`config.mk`:
```
export PLATFORM = sky130hd
export DESIGN_NAME = bram_reader
export DESIGN_NICKNAME = d
export VERILOG_FILES = /design/src/rtl/bram_reader_pkg.sv /design/src/rtl/bram_reader_pixel_select.sv /design/src/rtl/bram_reader.sv
export SDC_FILE = /design/constraint.sdc
export NUM_CORES = 1
export LEC_CHECK = 0
export BUFFER_PORTS_ARGS = -buffer_cell sky130_fd_sc_hd__buf_2
export CELL_PAD_IN_SITES_DETAIL_PLACEMENT = 2
export CELL_PAD_IN_SITES_GLOBAL_PLACEMENT = 2
export CORE_MARGIN = 2
export CORE_UTILIZATION = 35
export CTS_CLUSTER_SIZE = 30
export DETAILED_ROUTE_END_ITERATION = 10
export GPL_TIMING_DRIVEN = 1
export HOLD_SLACK_MARGIN = 0.1
export PLACE_DENSITY_LB_ADDON = 0.1
export SLEW_MARGIN = 20
export SYNTH_ARGS = -nofsm -noshare
export SYNTH_HDL_FRONTEND = slang
export SYNTH_HIERARCHICAL = 1
export SYNTH_SLANG_ARGS = --single-unit
```
`constraint.sdc`:
```
create_clock -name clk -period 3.93 [get_ports clk]
set_input_delay 0.786 -clock clk [delete_from_list [all_inputs] [get_ports clk]]
set_output_delay 0.786 -clock clk [all_outputs]
set_load 0.02 [all_outputs]
```
`src/rtl/bram_reader_pkg.sv`:
```
// Shared types and constants for the four-pixel BRAM reader.
package bram_reader_pkg;

  // Fetch sequencer states.
  typedef enum logic [1:0] {
    ST_IDLE  = 2'd0,
    ST_FETCH = 2'd1,
    ST_FLUSH = 2'd2,
    ST_DONE  = 2'd3
  } state_e;

  // One address per pixel is issued during FETCH.
  localparam int FETCH_LEN = 4;
  // Cycles spent draining the BRAM read pipeline after the last address.
  localparam int FLUSH_LEN = 2;

  // Width of the pixel-slot index for a given packing factor (minimum 1 bit).
  function automatic int idx_width(input int pixels_per_word);
    return (pixels_per_word > 1) ? $clog2(pixels_per_word) : 1;
  endfunction

endpackage

```
`src/rtl/bram_reader_pixel_select.sv`:
```
// Picks one pixel out of a packed BRAM word; slot 0 is the least significant pixel.
module pixel_select
  import bram_reader_pkg::*;
#(
  parameter int DATA_WIDTH        = 64,
  parameter int PIXEL_PER_ADDRESS = 8,
  parameter int BITS_PER_PIXEL    = 8,
  localparam int IDX_W            = idx_width(PIXEL_PER_ADDRESS)
) (
  input  logic [DATA_WIDTH-1:0]     word,
  input  logic [IDX_W-1:0]          idx,
  output logic [BITS_PER_PIXEL-1:0] pixel
);

  assign pixel = word[int'(idx) * BITS_PER_PIXEL +: BITS_PER_PIXEL];

endmodule

```
`src/rtl/bram_reader.sv`:
```
// Four-pixel fetcher for a single-port, one-cycle-latency BRAM.
// Build option: define BRAM_READER_RANGE_CHECK_EN to map out-of-range
// addresses to word 0 and force the corresponding pixel to zero.
module bram_reader
  import bram_reader_pkg::*;
#(
  parameter int ADDR_WIDTH        = 14,
  parameter int DATA_WIDTH        = 64,
  parameter int PIXEL_PER_ADDRESS = 8,
  parameter int BITS_PER_PIXEL    = 8,
  parameter int MEM_DEPTH         = 9600,
  localparam int IDX_W            = idx_width(PIXEL_PER_ADDRESS)
) (
  input  logic                      clk,
  input  logic                      rst,
  input  logic                      start,
  input  logic [ADDR_WIDTH-1:0]     pixel_addr_tl,
  input  logic [ADDR_WIDTH-1:0]     pixel_addr_tr,
  input  logic [ADDR_WIDTH-1:0]     pixel_addr_bl,
  input  logic [ADDR_WIDTH-1:0]     pixel_addr_br,
  input  logic [IDX_W-1:0]          pixel_row_index_tl,
  input  logic [IDX_W-1:0]          pixel_row_index_tr,
  input  logic [IDX_W-1:0]          pixel_row_index_bl,
  input  logic [IDX_W-1:0]          pixel_row_index_br,
  input  logic [DATA_WIDTH-1:0]     bram_out,
  output logic [ADDR_WIDTH-1:0]     bram_addr,
  output logic                      bram_we,
  output logic                      data_valid,
  output logic [BITS_PER_PIXEL-1:0] pixel_tl,
  output logic [BITS_PER_PIXEL-1:0] pixel_tr,
  output logic [BITS_PER_PIXEL-1:0] pixel_bl,
  output logic [BITS_PER_PIXEL-1:0] pixel_br
);

`ifdef BRAM_READER_RANGE_CHECK_EN
  localparam bit RANGE_CHECK = 1'b1;
`else
  localparam bit RANGE_CHECK = 1'b0;
`endif

  localparam int STEP_W = 3;
  localparam logic [ADDR_WIDTH:0] DEPTH_L = (ADDR_WIDTH + 1)'(MEM_DEPTH);
  localparam logic [STEP_W-1:0] LAST_FETCH = STEP_W'(FETCH_LEN - 1);
  localparam logic [STEP_W-1:0] LAST_FLUSH = STEP_W'(FETCH_LEN + FLUSH_LEN - 1);
  localparam logic [STEP_W-1:0] FIRST_CAP  = STEP_W'(2);

  state_e                    state_q, state_d;
  logic [STEP_W-1:0]         step_q, step_d;
  logic [ADDR_WIDTH-1:0]     addr_q [0:3];
  logic [ADDR_WIDTH-1:0]     addr_d [0:3];
  logic [IDX_W-1:0]          idx_q [0:3];
  logic [IDX_W-1:0]          idx_d [0:3];
  logic [ADDR_WIDTH-1:0]     bram_addr_q, bram_addr_d;
  logic                      data_valid_q, data_valid_d;
  logic [BITS_PER_PIXEL-1:0] pixels [0:3];
  logic [BITS_PER_PIXEL-1:0] pixels_d [0:3];
  logic [BITS_PER_PIXEL-1:0] pix_out_q [0:3];
  logic [BITS_PER_PIXEL-1:0] pix_out_d [0:3];

  logic [1:0]                issue_slot, cap_slot;
  logic [ADDR_WIDTH-1:0]     issue_addr;
  logic [BITS_PER_PIXEL-1:0] sel_pixel, cap_pixel;

  // Slot addressed this cycle, and the slot whose word is arriving (two edges behind).
  assign issue_slot = step_q[1:0];
  assign cap_slot   = 2'(step_q - FIRST_CAP);

  pixel_select #(
    .DATA_WIDTH        (DATA_WIDTH),
    .PIXEL_PER_ADDRESS (PIXEL_PER_ADDRESS),
    .BITS_PER_PIXEL    (BITS_PER_PIXEL)
  ) u_pixel_select (
    .word  (bram_out),
    .idx   (idx_q[cap_slot]),
    .pixel (sel_pixel)
  );

  // Optional out-of-range mapping of the issued address and the captured pixel.
  always_comb begin
    issue_addr = addr_q[issue_slot];
    cap_pixel  = sel_pixel;
    if (RANGE_CHECK && ({1'b0, addr_q[issue_slot]} >= DEPTH_L)) issue_addr = '0;
    if (RANGE_CHECK && ({1'b0, addr_q[cap_slot]} >= DEPTH_L))   cap_pixel  = '0;
  end

  // Next-state and datapath update for the fetch sequence.
  // NOTE: every signal is given its default first so no path leaves it unassigned (no latches).
  always_comb begin
    state_d      = state_q;
    step_d       = step_q;
    addr_d       = addr_q;
    idx_d        = idx_q;
    bram_addr_d  = bram_addr_q;
    data_valid_d = 1'b0;
    pixels_d     = pixels;
    pix_out_d    = pix_out_q;

    unique case (state_q)
      // DONE is also the earliest slot a back-to-back request can be accepted in,
      // which keeps a held start at one result every seven cycles.
      ST_IDLE, ST_DONE: begin
        if (start) begin
          addr_d  = '{pixel_addr_tl, pixel_addr_tr, pixel_addr_bl, pixel_addr_br};
          idx_d   = '{pixel_row_index_tl, pixel_row_index_tr,
                      pixel_row_index_bl, pixel_row_index_br};
          step_d  = '0;
          state_d = ST_FETCH;
        end else begin
          state_d = ST_IDLE;
        end
      end
      ST_FETCH: begin
        bram_addr_d = issue_addr;
        if (step_q >= FIRST_CAP) pixels_d[cap_slot] = cap_pixel;
        step_d = step_q + STEP_W'(1);
        if (step_q == LAST_FETCH) state_d = ST_FLUSH;
      end
      ST_FLUSH: begin
        pixels_d[cap_slot] = cap_pixel;
        step_d = step_q + STEP_W'(1);
        if (step_q == LAST_FLUSH) begin
          pix_out_d    = pixels_d;
          data_valid_d = 1'b1;
          state_d      = ST_DONE;
        end
      end
      default: state_d = ST_IDLE;
    endcase
  end

  // State register.
  // NOTE: sequential state uses non-blocking assignments so all flops update from pre-edge values.
  always_ff @(posedge clk) begin
    if (!rst) state_q <= ST_IDLE;
    else      state_q <= state_d;
  end

  // Datapath registers; the latched request needs no reset because it is always
  // written on the accepting edge before it is read.
  // NOTE: storage arrays that are written before use are left out of reset.
  always_ff @(posedge clk) begin
    addr_d_copy: begin
      addr_q <= addr_d;
      idx_q  <= idx_d;
    end
    if (!rst) begin
      step_q       <= '0;
      bram_addr_q  <= '0;
      data_valid_q <= 1'b0;
      pixels       <= '{default: '0};
      pix_out_q    <= '{default: '0};
    end else begin
      step_q       <= step_d;
      bram_addr_q  <= bram_addr_d;
      data_valid_q <= data_valid_d;
      pixels       <= pixels_d;
      pix_out_q    <= pix_out_d;
    end
  end

  assign bram_addr  = bram_addr_q;
  assign bram_we    = 1'b0;
  assign data_valid = data_valid_q;
  assign pixel_tl   = pix_out_q[0];
  assign pixel_tr   = pix_out_q[1];
  assign pixel_bl   = pix_out_q[2];
  assign pixel_br   = pix_out_q[3];

endmodule

```
Word level (Yosys, flattened, before mapping)
Cells that the tools add are included.
{"block": "op_classes", "reduce_logical": 10, "mux": 18, "n_addsub": 2, "shift": 1, "bitwise": 2, "order_cmp": 4, "eq_ne": 9}
{"operator": "$pmux W32 S2", "n": 1}
{"operator": "$shiftx A64 B7 Y8", "n": 1}
{"operator": "$bwmux W32", "n": 1}
{"operator": "$mux W32", "n": 1}
{"operator": "$bmux W14 S2", "n": 1}
{"operator": "$mux W14", "n": 2}
{"operator": "$demux W8 S2", "n": 1}
{"operator": "$reduce_and A2 Y1", "n": 5}
{"operator": "$mux W3", "n": 3}
{"operator": "$mux W8", "n": 1}
{"operator": "$ne A2 B2 Y1 const B", "n": 4}
{"operator": "$bmux W3 S2", "n": 1}
{"operator": "$ge A3 B3 Y1 const B", "n": 2}
{"operator": "$not A2 Y3", "n": 2}
{"operator": "$pmux W2 S3", "n": 1}
{"operator": "$pmux W3 S2", "n": 1}
{"operator": "$eq A2 B2 Y1 const B", "n": 2}
{"operator": "$mux W2", "n": 2}
{"operator": "$reduce_or A2 Y1", "n": 2}
{"operator": "$add A3 B1 Y3 const B", "n": 1}
{"operator": "$eq A3 B2 Y1 const B", "n": 1}
{"operator": "$eq A3 B3 Y1 const B", "n": 1}
{"operator": "$ge A3 B2 Y1 const B", "n": 1}
{"operator": "$lt A3 B1 Y1 const B", "n": 1}
{"operator": "other kinds (6)", "n": 7}
{"block": "word_totals", "regBits": 152, "word_cells": 66, "inputBits": 135, "output_inout_bits": 48}

Longest topological paths before layout
{"block": "logic_depth", "depth_word": 9, "mapped_depth": 10, "ltp_nobuf": 6}

Modules after synthesis
The synthesis kept the hierarchy.
{"module": "bram_reader", "seq_area_each_um2": 3703.6, "area_each_um2": 6055.8, "cells_per_inst": 455, "instances": 1}
{"module": "pixel_select", "seq_area_each_um2": 0.0, "area_each_um2": 550.5, "cells_per_inst": 29, "instances": 1}

Worst setup path after synthesis
OpenSTA, ideal clock, no wires.
{"block": "synth_timing", "path_type": "register -> register", "start": "register state_q[0]", "end": "register state_q[0]", "slack_ps": 887, "t_required_ps": 3853, "n_path_buf": 1, "arrival_time_ps": 2966, "stages_incl_launch_ff": 7, "setup_time_ps": 77, "synth_period_minus_slack_ps": 3043, "path_cell_list": "dfxtp_1 -> inv_1 -> ha_1 -> clkbuf_1 -> and2_1 -> o21ai_0 -> mux2i_1"}
{"block": "synth_via", "elab_chain_cells": 3, "elab_cells_between_ends": 9, "cone_classes": "eq/ne: 5; mux: 1; reduce/logical: 3"}
{"element": "start: declaration", "line": "bram_reader.sv:47", "text": "state_e state_q, state_d;"}
{"element": "start signal: assignment", "line": "bram_reader.sv:135", "text": "else state_q <= state_d;"}
{"element": "$eq A2 B2 Y1 (tied with other cells)", "line": "bram_reader.sv:98", "text": "unique case (state_q)"}
{"element": "$reduce_or A2 Y1 / $ne A2 B2 Y1 (equally long branches)"}
{"element": "$pmux W2 S3 / $reduce_and A2 Y1 (equally long branches)"}
Several ways; a longest one is shown, not always the timed one.
A chain may end at the register's enable or synchronous reset.

Worst setup path after layout
{"block": "layout_timing", "start": "register step_q[0]", "end": "register pix_out_q, in the netlist pixel_bl[6]"}
{"block": "layout_via", "elab_chain_cells": 7, "elab_cells_between_ends": 14, "cone_classes": "add/sub: 1; order compare: 2; eq/ne: 1; shift: 1; mux: 6; bitwise: 1; reduce/logical: 2"}
{"element": "start: declaration", "line": "bram_reader.sv:48", "text": "logic [STEP_W-1:0] step_q, step_d;"}
{"element": "start signal: assignment", "line": "bram_reader.sv:153", "text": "step_q <= step_d;"}
{"element": "$sub A2 B2 Y2", "line": "bram_reader.sv:66", "text": "assign cap_slot = 2'(step_q - FIRST_CAP);"}
{"element": "$not A2 Y3 (implied by the code)", "line": "bram_reader.sv:74", "text": ".idx (idx_q[cap_slot]),"}
{"element": "$bmux W3 S2", "line": "bram_reader.sv:74"}
{"element": "$mux W3 (implied by the code) (2 in a row)", "line": "bram_reader.sv:74"}
{"element": "$shiftx A64 B7 Y8", "line": "bram_reader_pixel_select.sv:15", "text": "assign pixel = word[int'(idx) * BITS_PER_PIXEL +: BITS_PER_PIXEL];"}
{"element": "net cap_pixel[6]", "line": "bram_reader.sv:62", "text": "logic [BITS_PER_PIXEL-1:0] sel_pixel, cap_pixel;"}
{"element": "$bwmux W32", "line": "bram_reader.sv:119", "text": "pixels_d[cap_slot] = cap_pixel;"}
{"element": "end signal: assignment", "line": "bram_reader.sv:157", "text": "pix_out_q <= pix_out_d;"}
{"element": "end: declaration", "line": "bram_reader.sv:57", "text": "logic [BITS_PER_PIXEL-1:0] pix_out_q [0:3];"}
The timed path passes the listed nets, and every way through them passes these cells. The select of a mux whose other input is x is not followed.

==> run summary <==
Critical Path Start Type - register
RSZ-0062 raised after global routing - no
Distinct cells, synth - 35
Clock transition at path regs - 0.06 ns
CTS Buffer Depth - 2
top cells by area, synth - edfxtp_1 31%, dfxtp_1 25%, mux2i_1 9.8%
CP arrival - 3.00 ns
pin count of the biggest net entering global routing - 52
critical path's slowest cell - mux4_2
first-pass GRT wire length - 28400 microns
Setup Skew - 0.0120 ns
post-route setup slack - 1.25 ns
Pleak - 3.90 nW
post-cts resize count - 0
Worst-Margin Slew - 0.858 ns
HPWL after detailed placement - 12800 microns
CORE AREA - 18600 sq um
ys flop type - dfxtp_1
Wirelength per Cell - 19.7 microns
CP Class - reg -> reg
total grt overflow - 0
Max stage delay on crit path - 0.76 ns
total global-route track usage - 18.8%
clock root buffer - clkbuf_16
hold crit path type - reg -> reg
number of global-route vias before repair - 5277
I/O Buffers - 181
Via density - 5.09
Final Hold Viols - 0
count leader, synth - nand2_1
total number of vias - 4594
peak supply drop - 0.000356 V
Fill cells - 1901
max_slew headroom - 42.8%
nets@finish - 799
Power Dens Cells - 628 nW/um^2
GP Congestion - 0.757
yosys warns - 6
worst slack at placement - 1.23 ns
sequential area share after synthesis - 56.1%
most frequent cells after synthesis - 94 x nand2_1, 83 x dfxtp_1, 68 x edfxtp_1, 65 x mux2i_1, 31 x o211a_1
ys async rst share - 0%
later-pin clock latency in the skew report - 0.43 ns
max-slew violation count - 0
post-CTS setup buffer count - 0
layout cells sized above 1 - 38.2%
max-cap violation count - 0
Area Overhead vs Synth - 24.7%
# IOs - 183
crit share post-route - 68.2%
CP Capture Type - register
initial antenna violation count - 1
setup tns final - 0 ns
die area - 20000 sq um
syn nets - 628
hold slack - 0.468 ns
status - completed
Total Wirelength - 17800 microns
clk sink count - 151
top cell type's share of synthesized area - 30.9%
Yosys reg bits - 151
cell-by-cell trace of the critical path - buf_4 -> mux4_2 -> mux4_1 -> mux2_2 -> mux2i_1 -> nand2_1 -> o211a_1
f_max - 0.373 GHz
Syn Inst Count - 484
Rows - 50
syn avg cell area - 13.6 sq um
Routed Antenna Nets - 0
DR pass1 iterations - 4
DRC Markers - 0
hold_buf cts - 0
Core Util, Final - 44.2%
most area-hungry cell type in the Yosys netlist - edfxtp_1
WP data required - 4.25 ns
H-Tree Depth - 4
final setup vio count - 0
Mapped Area - 6610 sq um
maximum fanout along the worst path - 23
die height - 141 microns
1st-iter DRT viols - 136
chip width - 141 microns
cts bufs inserted - 17
Post-synth EDFFs - 68
Period minus WS final - 2.68 ns
Initial Util - 35.4%
CTS tree - yes
-- cell type report --
| cell class | count | area [sq um] | share of cell area, % |
|---|---|---|---|
| Multi-Input combinational cell | 291 | 2690 | 32.6 |
| Sequential cell | 151 | 3700 | 45.0 |
| Inverter | 5 | 18.8 | 0.228 |
| Antenna cell | 1 | 2.50 | 0.0304 |
| Clock buffer | 17 | 425 | 5.16 |
| Tap cell | 234 | 293 | 3.55 |
| Clock inverter | 15 | 141 | 1.72 |
| Timing Repair Buffer | 189 | 966 | 11.7 |
-- stage by stage --
stage          cell area, sq um  cells  power [mW]
4_1_cts                    8240    902        5.28
2_1_floorplan              6610    484        3.27
5_1_grt                    8240    902        5.46
6_report                   8240    903        5.17
3_3_place_gp               7670    870        3.61
3_5_place_dp               7670    870        3.69
-- final timing paths --
path                            cells after the start  slack, ns      start     endpoint
worst max-delay path                                7       1.25  step_q[0]  pixel_bl[6]
worst min-delay path                                2       0.47  pixels[6]    pixels[6]
worst max register to register                      7       1.25  step_q[0]  pixel_bl[6]
worst min register to register                      2       0.47  pixels[6]    pixels[6]
-- logic make-up (layout without fill, tap and decap cells) --
logic type,count (synthesis),count (layout),share of synthesized area (%)
AOI/OAI and AO/OA,39,39,5.51
adders and majority gates,9,9,1.70
buffers and inverters,42,226,3.31
DFF,151,151,56.1
muxes,106,106,23.3
other,1,2,0.0568
and+or+nand+nor,136,136,10.0
-- sequential cells by signal, indices dropped and copies added, names as in the netlist --
| name | flops |
|---|---|
| addr_q | 56 |
| bram_addr | 14 |
| data_valid | 1 |
| idx_q | 12 |
| pixel_bl | 8 |
| pixel_br | 8 |
| pixel_tl | 8 |
| pixel_tr | 8 |
| pixels | 31 |
| state_q | 2 |
| step_q | 3 |
-- power breakdown --
group / internal (mW) / total (mW) / switching, mW
Combinational: 0.641 / 1.48 / 0.842
Clock: 0.833 / 1.55 / 0.721
Sequential: 2.02 / 2.13 / 0.116
Total: 3.49 / 5.17 / 1.68
-- cells in the final DEF (no fill, tap or decap), types with 2 or more instances in the layout --
| master | synthesis | routed |
|---|---|---|
| inv_8 | 0 | 2 |
| inv_6 | 0 | 5 |
| clkbuf_16 | 0 | 17 |
| o21ai_0 | 2 | 2 |
| mux2_2 | 8 | 8 |
| nor2_1 | 4 | 4 |
| mux4_1 | 15 | 15 |
| ha_1 | 9 | 9 |
| o211a_1 | 31 | 31 |
| buf_2 | 14 | 181 |
| nand3b_1 | 14 | 14 |
| mux2i_1 | 65 | 65 |
| and2_1 | 3 | 2 |
| buf_4 | 1 | 8 |
| clkinvlp_4 | 0 | 4 |
| inv_1 | 5 | 5 |
| nand2_1 | 94 | 94 |
| nand3_4 | 3 | 3 |
| nor2b_1 | 12 | 12 |
| dfxtp_1 | 83 | 82 |
| clkinv_8 | 0 | 2 |
| a21boi_0 | 2 | 2 |
| mux4_2 | 18 | 18 |
| edfxtp_1 | 68 | 68 |
-- layer usage --
layer  share of wire, %  GRT usage [%]  wire [microns]
met2                 55           35.1            9820
met4                2.3           7.89             402
met5                  0              0               0
met3                3.9           4.35             694
met1                 39           20.3            6840
-- critical path, delay by kind of cell (launching register included) --
kind	cells	cell delay, ns
multiplexers	4	1.63
flip-flops	1	0.34
AND/OR/NAND/NOR	1	0.08
AO/OA/AOI/OAI	1	0.14
buffers and inverters	1	0.38
Power figures use the tool's default switching activity.
